[config.mk]
export PLATFORM = sky130hd
export DESIGN_NAME = wb_interconnect
export DESIGN_NICKNAME = d
export VERILOG_FILES = /design/src/rtl/wb_interconnect_pkg.sv /design/src/rtl/wb_addr_decoder.sv /design/src/rtl/wb_interconnect.sv
export SDC_FILE = /design/constraint.sdc
export NUM_CORES = 1
export LEC_CHECK = 0
export BUFFER_PORTS_ARGS = -buffer_cell sky130_fd_sc_hd__buf_2
export CELL_PAD_IN_SITES_DETAIL_PLACEMENT = 2
export CELL_PAD_IN_SITES_GLOBAL_PLACEMENT = 2
export CORE_AREA = 2 2 173 175
export CTS_CLUSTER_SIZE = 16
export DETAILED_ROUTE_END_ITERATION = 6
export DIE_AREA = 0 0 175 177
export PLACE_DENSITY_LB_ADDON = 0.12
export SLEW_MARGIN = 25
export SYNTH_ARGS = -nofsm -noshare
export SYNTH_HDL_FRONTEND = slang
export SYNTH_SLANG_ARGS = --single-unit
[constraint.sdc]
create_clock -name clk -period 2.3 [get_ports clk]
set_input_delay 0.69 -clock clk [delete_from_list [all_inputs] [get_ports clk]]
set_output_delay 0.69 -clock clk [all_outputs]
set_load 0.005 [all_outputs]
[src/rtl/wb_interconnect_pkg.sv]
// ============================================================================
//  Module   : wb_interconnect_pkg
//  Purpose  : Shared state encodings, default widths and helpers for the
//             single-master Wishbone-style interconnect.
//  Revision : 1.0 - initial release
// ============================================================================
`default_nettype none

package wb_interconnect_pkg;

    typedef enum logic [1:0] {
        WB_IDLE = 2'b00,
        WB_BUSY = 2'b01,
        WB_RESP = 2'b10,
        WB_ERR  = 2'b11
    } wb_state_e;

    localparam int WB_DATA_W    = 32;
    localparam int WB_ADDR_W    = 32;
    localparam int WB_TMO_CNT_W = 16;

    // Index width that stays legal for a single-slave configuration.
    function automatic int wb_idx_width(input int n);
        return (n > 1) ? $clog2(n) : 1;
    endfunction

endpackage

`default_nettype wire

[src/rtl/wb_addr_decoder.sv]
// ============================================================================
//  Module   : wb_addr_decoder
//  Purpose  : Combinational base/mask address decoder, lowest index wins.
//  Revision : 1.0 - initial release
// ============================================================================
`default_nettype none

module wb_addr_decoder
    import wb_interconnect_pkg::*;
#(
    parameter int                           NUM_SLAVES = 8,
    parameter int                           ADDR_W     = WB_ADDR_W,
    parameter logic [NUM_SLAVES*ADDR_W-1:0] SLAVE_BASE = '0,
    parameter logic [NUM_SLAVES*ADDR_W-1:0] SLAVE_MASK = '0,
    localparam int                          IDX_W      = wb_idx_width(NUM_SLAVES)
) (
    input  logic [ADDR_W-1:0]     addr,
    output logic                  hit,
    output logic [NUM_SLAVES-1:0] match,
    output logic [IDX_W-1:0]      idx
);

    logic [NUM_SLAVES-1:0] raw_match;

    for (genvar i = 0; i < NUM_SLAVES; i++) begin : g_window
        assign raw_match[i] =
            (addr & SLAVE_MASK[i*ADDR_W +: ADDR_W]) == SLAVE_BASE[i*ADDR_W +: ADDR_W];
    end

    always_comb begin
        hit   = 1'b0;
        match = '0;
        idx   = '0;
        for (int i = 0; i < NUM_SLAVES; i++) begin
            if (raw_match[i] && !hit) begin
                hit      = 1'b1;
                match[i] = 1'b1;
                idx      = IDX_W'(i);
            end
        end
    end

endmodule

`default_nettype wire

[src/rtl/wb_interconnect.sv]
// ============================================================================
//  Module   : wb_interconnect
//  Purpose  : One master to NUM_SLAVES slaves, registered through a 4-state
//             FSM. Define BUS_TIMEOUT_EN to enable the slave ack watchdog.
//  Revision : 1.0 - initial release
// ============================================================================
`default_nettype none

module wb_interconnect
    import wb_interconnect_pkg::*;
#(
    parameter int                           NUM_SLAVES     = 8,
    parameter int                           DATA_W         = WB_DATA_W,
    parameter int                           ADDR_W         = WB_ADDR_W,
    parameter logic [NUM_SLAVES*ADDR_W-1:0] SLAVE_BASE     = '0,
    parameter logic [NUM_SLAVES*ADDR_W-1:0] SLAVE_MASK     = '0,
    parameter int                           TIMEOUT_CYCLES = 255
) (
    input  logic                         clk,
    input  logic                         rst,
    input  logic                         m_stb_i,
    input  logic                         m_we_i,
    input  logic [ADDR_W-1:0]            m_addr_i,
    input  logic [DATA_W-1:0]            m_data_i,
    input  logic [DATA_W/8-1:0]          m_sel_i,
    output logic [DATA_W-1:0]            m_data_o,
    output logic                         m_ack_o,
    output logic                         m_err_o,
    output logic [NUM_SLAVES-1:0]        s_stb_o,
    output logic                         s_we_o,
    output logic [ADDR_W-1:0]            s_addr_o,
    output logic [DATA_W-1:0]            s_data_o,
    output logic [DATA_W/8-1:0]          s_sel_o,
    input  logic [NUM_SLAVES*DATA_W-1:0] s_data_i,
    input  logic [NUM_SLAVES-1:0]        s_ack_i
);

    localparam int IDX_W = wb_idx_width(NUM_SLAVES);

    wb_state_e             state_q, state_d;
    logic [NUM_SLAVES-1:0] s_stb_q, s_stb_d;
    logic                  s_we_q, s_we_d;
    logic [ADDR_W-1:0]     s_addr_q, s_addr_d;
    logic [DATA_W-1:0]     s_data_q, s_data_d;
    logic [DATA_W/8-1:0]   s_sel_q, s_sel_d;
    logic [IDX_W-1:0]      idx_q, idx_d;
    logic [DATA_W-1:0]     m_data_q, m_data_d;

    logic                  dec_hit;
    logic [NUM_SLAVES-1:0] dec_match;
    logic [IDX_W-1:0]      dec_idx;

`ifdef BUS_TIMEOUT_EN
    localparam logic [WB_TMO_CNT_W-1:0] TMO_LAST = WB_TMO_CNT_W'(TIMEOUT_CYCLES - 1);
    logic [WB_TMO_CNT_W-1:0] cnt_q, cnt_d;
`else
    // The limit is accepted for interface compatibility but has no effect here.
    if (TIMEOUT_CYCLES < 0) begin : g_no_timeout
    end
`endif

    wb_addr_decoder #(
        .NUM_SLAVES (NUM_SLAVES),
        .ADDR_W     (ADDR_W),
        .SLAVE_BASE (SLAVE_BASE),
        .SLAVE_MASK (SLAVE_MASK)
    ) u_dec (
        .addr  (m_addr_i),
        .hit   (dec_hit),
        .match (dec_match),
        .idx   (dec_idx)
    );

    always_comb begin
        state_d  = state_q;
        s_stb_d  = s_stb_q;
        s_we_d   = s_we_q;
        s_addr_d = s_addr_q;
        s_data_d = s_data_q;
        s_sel_d  = s_sel_q;
        idx_d    = idx_q;
        // Read data is only non-zero during the RESP cycle.
        m_data_d = '0;
`ifdef BUS_TIMEOUT_EN
        cnt_d    = cnt_q;
`endif
        case (state_q)
            WB_IDLE: begin
                if (m_stb_i) begin
                    if (dec_hit) begin
                        s_stb_d  = dec_match;
                        s_we_d   = m_we_i;
                        s_addr_d = m_addr_i;
                        s_data_d = m_data_i;
                        s_sel_d  = m_sel_i;
                        idx_d    = dec_idx;
                        state_d  = WB_BUSY;
`ifdef BUS_TIMEOUT_EN
                        cnt_d    = '0;
`endif
                    end else begin
                        state_d = WB_ERR;
                    end
                end
            end
            WB_BUSY: begin
                if (s_ack_i[idx_q]) begin
                    s_stb_d  = '0;
                    m_data_d = s_we_q ? '0 : s_data_i[int'(idx_q)*DATA_W +: DATA_W];
                    state_d  = WB_RESP;
                end
`ifdef BUS_TIMEOUT_EN
                else if (cnt_q == TMO_LAST) begin
                    s_stb_d = '0;
                    state_d = WB_ERR;
                end else begin
                    cnt_d = cnt_q + 1'b1;
                end
`endif
            end
            WB_RESP: state_d = WB_IDLE;
            WB_ERR:  state_d = WB_IDLE;
            default: state_d = WB_IDLE;
        endcase
    end

    always_ff @(posedge clk) begin
        if (!rst) begin
            state_q  <= WB_IDLE;
            s_stb_q  <= '0;
            s_we_q   <= 1'b0;
            s_addr_q <= '0;
            s_data_q <= '0;
            s_sel_q  <= '0;
            idx_q    <= '0;
            m_data_q <= '0;
`ifdef BUS_TIMEOUT_EN
            cnt_q    <= '0;
`endif
        end else begin
            state_q  <= state_d;
            s_stb_q  <= s_stb_d;
            s_we_q   <= s_we_d;
            s_addr_q <= s_addr_d;
            s_data_q <= s_data_d;
            s_sel_q  <= s_sel_d;
            idx_q    <= idx_d;
            m_data_q <= m_data_d;
`ifdef BUS_TIMEOUT_EN
            cnt_q    <= cnt_d;
`endif
        end
    end

    assign m_ack_o  = (state_q == WB_RESP);
    assign m_err_o  = (state_q == WB_ERR);
    assign m_data_o = m_data_q;
    assign s_stb_o  = s_stb_q;
    assign s_we_o   = s_we_q;
    assign s_addr_o = s_addr_q;
    assign s_data_o = s_data_q;
    assign s_sel_o  = s_sel_q;

endmodule

`default_nettype wire
# Word level (Yosys, flattened, before mapping)
# Index checks and enable logic that the tools add are counted.
# word_totals
in_bits,336
register_bits,111
out_inout_bits,111
word_cells,28
# op_classes
bitwise_logic,3
n_eq_ne,5
reduce_logical,7
mux,6
# op_table
operator,n
$mux 8,2
$pmux 8 s2,1
$pmux 2 s3,1
$eq 2x2->1 const B,2
$mux 2,2
$ne 2x2->1 const B,2
$reduce_and 2->1,2
$reduce_or 4->1,1
$not 1->1,3
$reduce_and 3->1,1
$eq 2x1->1 const B,1
$logic_not 2->1,1
$reduce_bool 2->1,1
$reduce_or 2->1,1

# Depth between registers and ports, before layout
# depth
ltp_word,3
ltp_mapped,5
mapped_depth_nobuf,2

# Modules after synthesis
# Synthesis repeated with hierarchy kept, for this count alone.
# hier_totals
cells_unflattened,577
area_unflattened_um2,5923.2
# by_module_without_submodules
mod,cells_per_inst,n_inst,area_each_um2,seq_area_each_um2
wb_interconnect,563,1,5825.6,2282.2
wb_addr_decoder,14,1,97.6,0.0

# Worst setup path before layout
# OpenSTA, ideal clock, no wires.
# synth_path
kind,input -> register
start,in m_stb_i
end,reg s_addr_q[10] (netlist: s_addr_o[10])
arrival_ps,1434
n_path_buf,3
cell_stages,5
setup_time_ps,72
slack_ps,794
cell_sequence,nor3b_2 -> buf_6 -> buf_6 -> buf_8 -> mux2i_1
# synth_between
elab_chain_len,1
# synth_rtl
item,line,text
from (decl),wb_interconnect.sv:21,"input logic m_stb_i,"
$reduce_and 2->1 (no line),n/a,
to (signal assigned),wb_interconnect.sv:144,s_addr_q <= s_addr_d;
to (decl),wb_interconnect.sv:43,"logic [ADDR_W-1:0] s_addr_q, s_addr_d;"
# No other way between the ends.
# A chain may end at the register's enable or synchronous reset.

# Worst setup path after layout
# layout_path
start,reg state_q[0]
end,out m_err_o
# layout_between
elab_chain_len,1
# layout_rtl
item,line,text
from (decl),wb_interconnect.sv:40,"wb_state_e state_q, state_d;"
from (signal assigned),wb_interconnect.sv:141,state_q <= state_d;
$eq 2x2->1,wb_interconnect.sv:156,assign m_err_o = (state_q == WB_ERR);
to (decl),wb_interconnect.sv:28,"output logic m_err_o,"
# No other way between the ends.

==> metrics <==
status=complete, no violations; routed len/inst=14.0 um; Syn Inst Count=395; most common cell after layout, fill and taps aside=buf_2; R2R setup slack=0.92 ns; Final Worst Setup Slack=0.443 ns; Critical Path Start Type=register; die height=177 um; P_leak=2.65 nW; Hold-fix buffers, CTS=0; IO buf count=208; H-tree levels=3; clk_skew=0.00543 ns; WP data required=1.61 ns; Critical Path Fanout Max=8; Yosys warnings=0; Post-Syn Area=3860 sq um; CTS tree=yes; # IOs=447; CP endpoint kind=output pin; routed vias=3,444; initial antenna violation count=2; root buf cell=clkbuf_16; Yosys reg bits=104; vias in the first global route=3,765; DR WL met3=1860 um; starting density of the core=13.2%; post-synthesis sequential area ratio=54.0%; min Tclk post-route=1.86 ns; Fmax=0.539 GHz; worst-case clock buffer depth=2; Mean Syn Cell Area=9.76 sq um; row cnt=63; crit path kind=register to output pin; Max Cap Viol=0; Area contributors post-synth=dfxtp_1 (54%), mux2i_1 (18%), nand2_1 (13%); die footprint=31,000 sq um; CTS resizes=0; core area=29,200 sq um; Hold Fails Final Rpt=0; unrepaired setup endpoints after global routing=no; Synth cell types=19; antenna viol nets, final=0; maximum vdd drop=264 uV; Max Slew Vio Count=0; Met1 Wirelength=5930 um; final setup TNS=0 ns; final net count=924; Post-Route WL=13,800 um; commonest non-fill, non-tap cells in the layout=buf_2 (207), nand2_1 (138), dfxtp_1 (104), mux2i_1 (69), nor3b_1 (32); worst endpoint data arrival time=1.17 ns; share of layout cells above drive strength 1=38.9%; Remaining DRCs=0; final worst-path cycle share=80.7%; final RePlAce weighted congestion=0.659; vias per cell=3.50; Setup Fix Bufs, Post-CTS=0; pre-CTS setup slack=0.493 ns; worst skew pair latency=0.35 ns; P&R area growth vs syn=44.7%; DP HPWL=10,100 um; post-synth top area share=54.0%; largest net degree at the start of global routing=85; die width=175 um; Initial DRT Pass Iterations=3; first-pass GRT wire length=21,300 um; Hold Slack=0.457 ns; wire length on met2=5810 um; final setup fails=0; initial drt markers=65; grt ovf=0; CTS Buf Count=9; power per cell area=728 nW/um^2; dominant cell type by area after synthesis=dfxtp_1; Hold WC Path Type=register to register; All-Layer GR Usage=9.04%; CTS clk-pin slew, worst paths=0.07 ns; clk sinks=104; top layer in use=met5
cell type report:
cell class / count / area, sq um
Fill cell: 3418 / 23700
Sequential cell: 104 / 2080
Multi-Input combinational cell: 258 / 1570
Timing Repair Buffer: 214 / 1140
Tap cell: 390 / 488
Clock buffer: 10 / 239
Clock inverter: 5 / 57.6
Inverter: 1 / 3.75
Antenna cell: 1 / 2.50
path summary, 6_finish.rpt:
path,start,endpoint,cells after the start
worst max register to register,state_q[0]$_SDFFE_PN0P_,s_data_o[14]$_SDFFE_PN0P_,3
worst min register to register,s_data_o[21]$_SDFFE_PN0P_,s_data_o[21]$_SDFFE_PN0P_,2
worst max-delay path,state_q[0]$_SDFFE_PN0P_,m_err_o,2
worst min-delay path,s_data_o[21]$_SDFFE_PN0P_,s_data_o[21]$_SDFFE_PN0P_,2
kinds of logic after synthesis:
family	count (synthesis)	synth area share, %
AO/OA/AOI/OAI	2	0.422
buffers and inverters	39	6.03
flip-flops	104	54.0
multiplexers	69	17.9
other	1	0.0972
AND/OR/NAND/NOR	180	21.5
synthesized netlist by cell type:
master	instances
nand3b_1	1
clkbuf_1	11
mux2i_1	69
buf_8	1
nand2b_1	4
a21oi_1	1
buf_6	2
inv_1	1
and2_1	1
nor3b_1	32
o2111a_1	1
buf_2	12
nor3b_2	1
conb_1	1
nand4b_1	1
buf_4	12
nand2_1	138
nor2b_1	2
dfxtp_1	104
routing by layer:
metal / up-vias / track usage, %
met5: - / 0
met4: 2 / 2.92
met3: 11 / 6.16
met2: 150 / 13.5
met1: 1629 / 10.3
li1: 1652 / -
state kept, by name, summed over array words and instances (netlist names):
| register | count |
|---|---|
| m_data_o | 32 |
| s_addr_o | 32 |
| s_data_o | 32 |
| s_sel_o | 4 |
| s_stb_o | 1 |
| s_we_o | 1 |
| state_q | 2 |
power by group:
part           internal (mW)  switching [mW]  total, mW
registers               1.90          0.0514       1.95
logic                  0.251           0.255      0.506
clock network          0.868           0.740       1.61
stage by stage:
| step | cell area [sq um] | power [mW] | util, % | cells |
|---|---|---|---|---|
| finish | 5580 | 4.07 | 19.1 | 983 |
| global route | 5580 | 4.36 | 19.1 | 982 |
| CTS | 5580 | 4.22 | 19.1 | 982 |
| detailed placement | 5280 | 2.52 | 18.1 | 967 |
| global placement | 5280 | 2.51 | 18.1 | 967 |
| floorplan | 3880 | 2.26 | - | 401 |
critical path: stages, from the launching register on:
cell	delay (ns)
dfxtp_1	0.50
and2_1	0.18
buf_2	0.13
(Power assumes the default switching activity.)
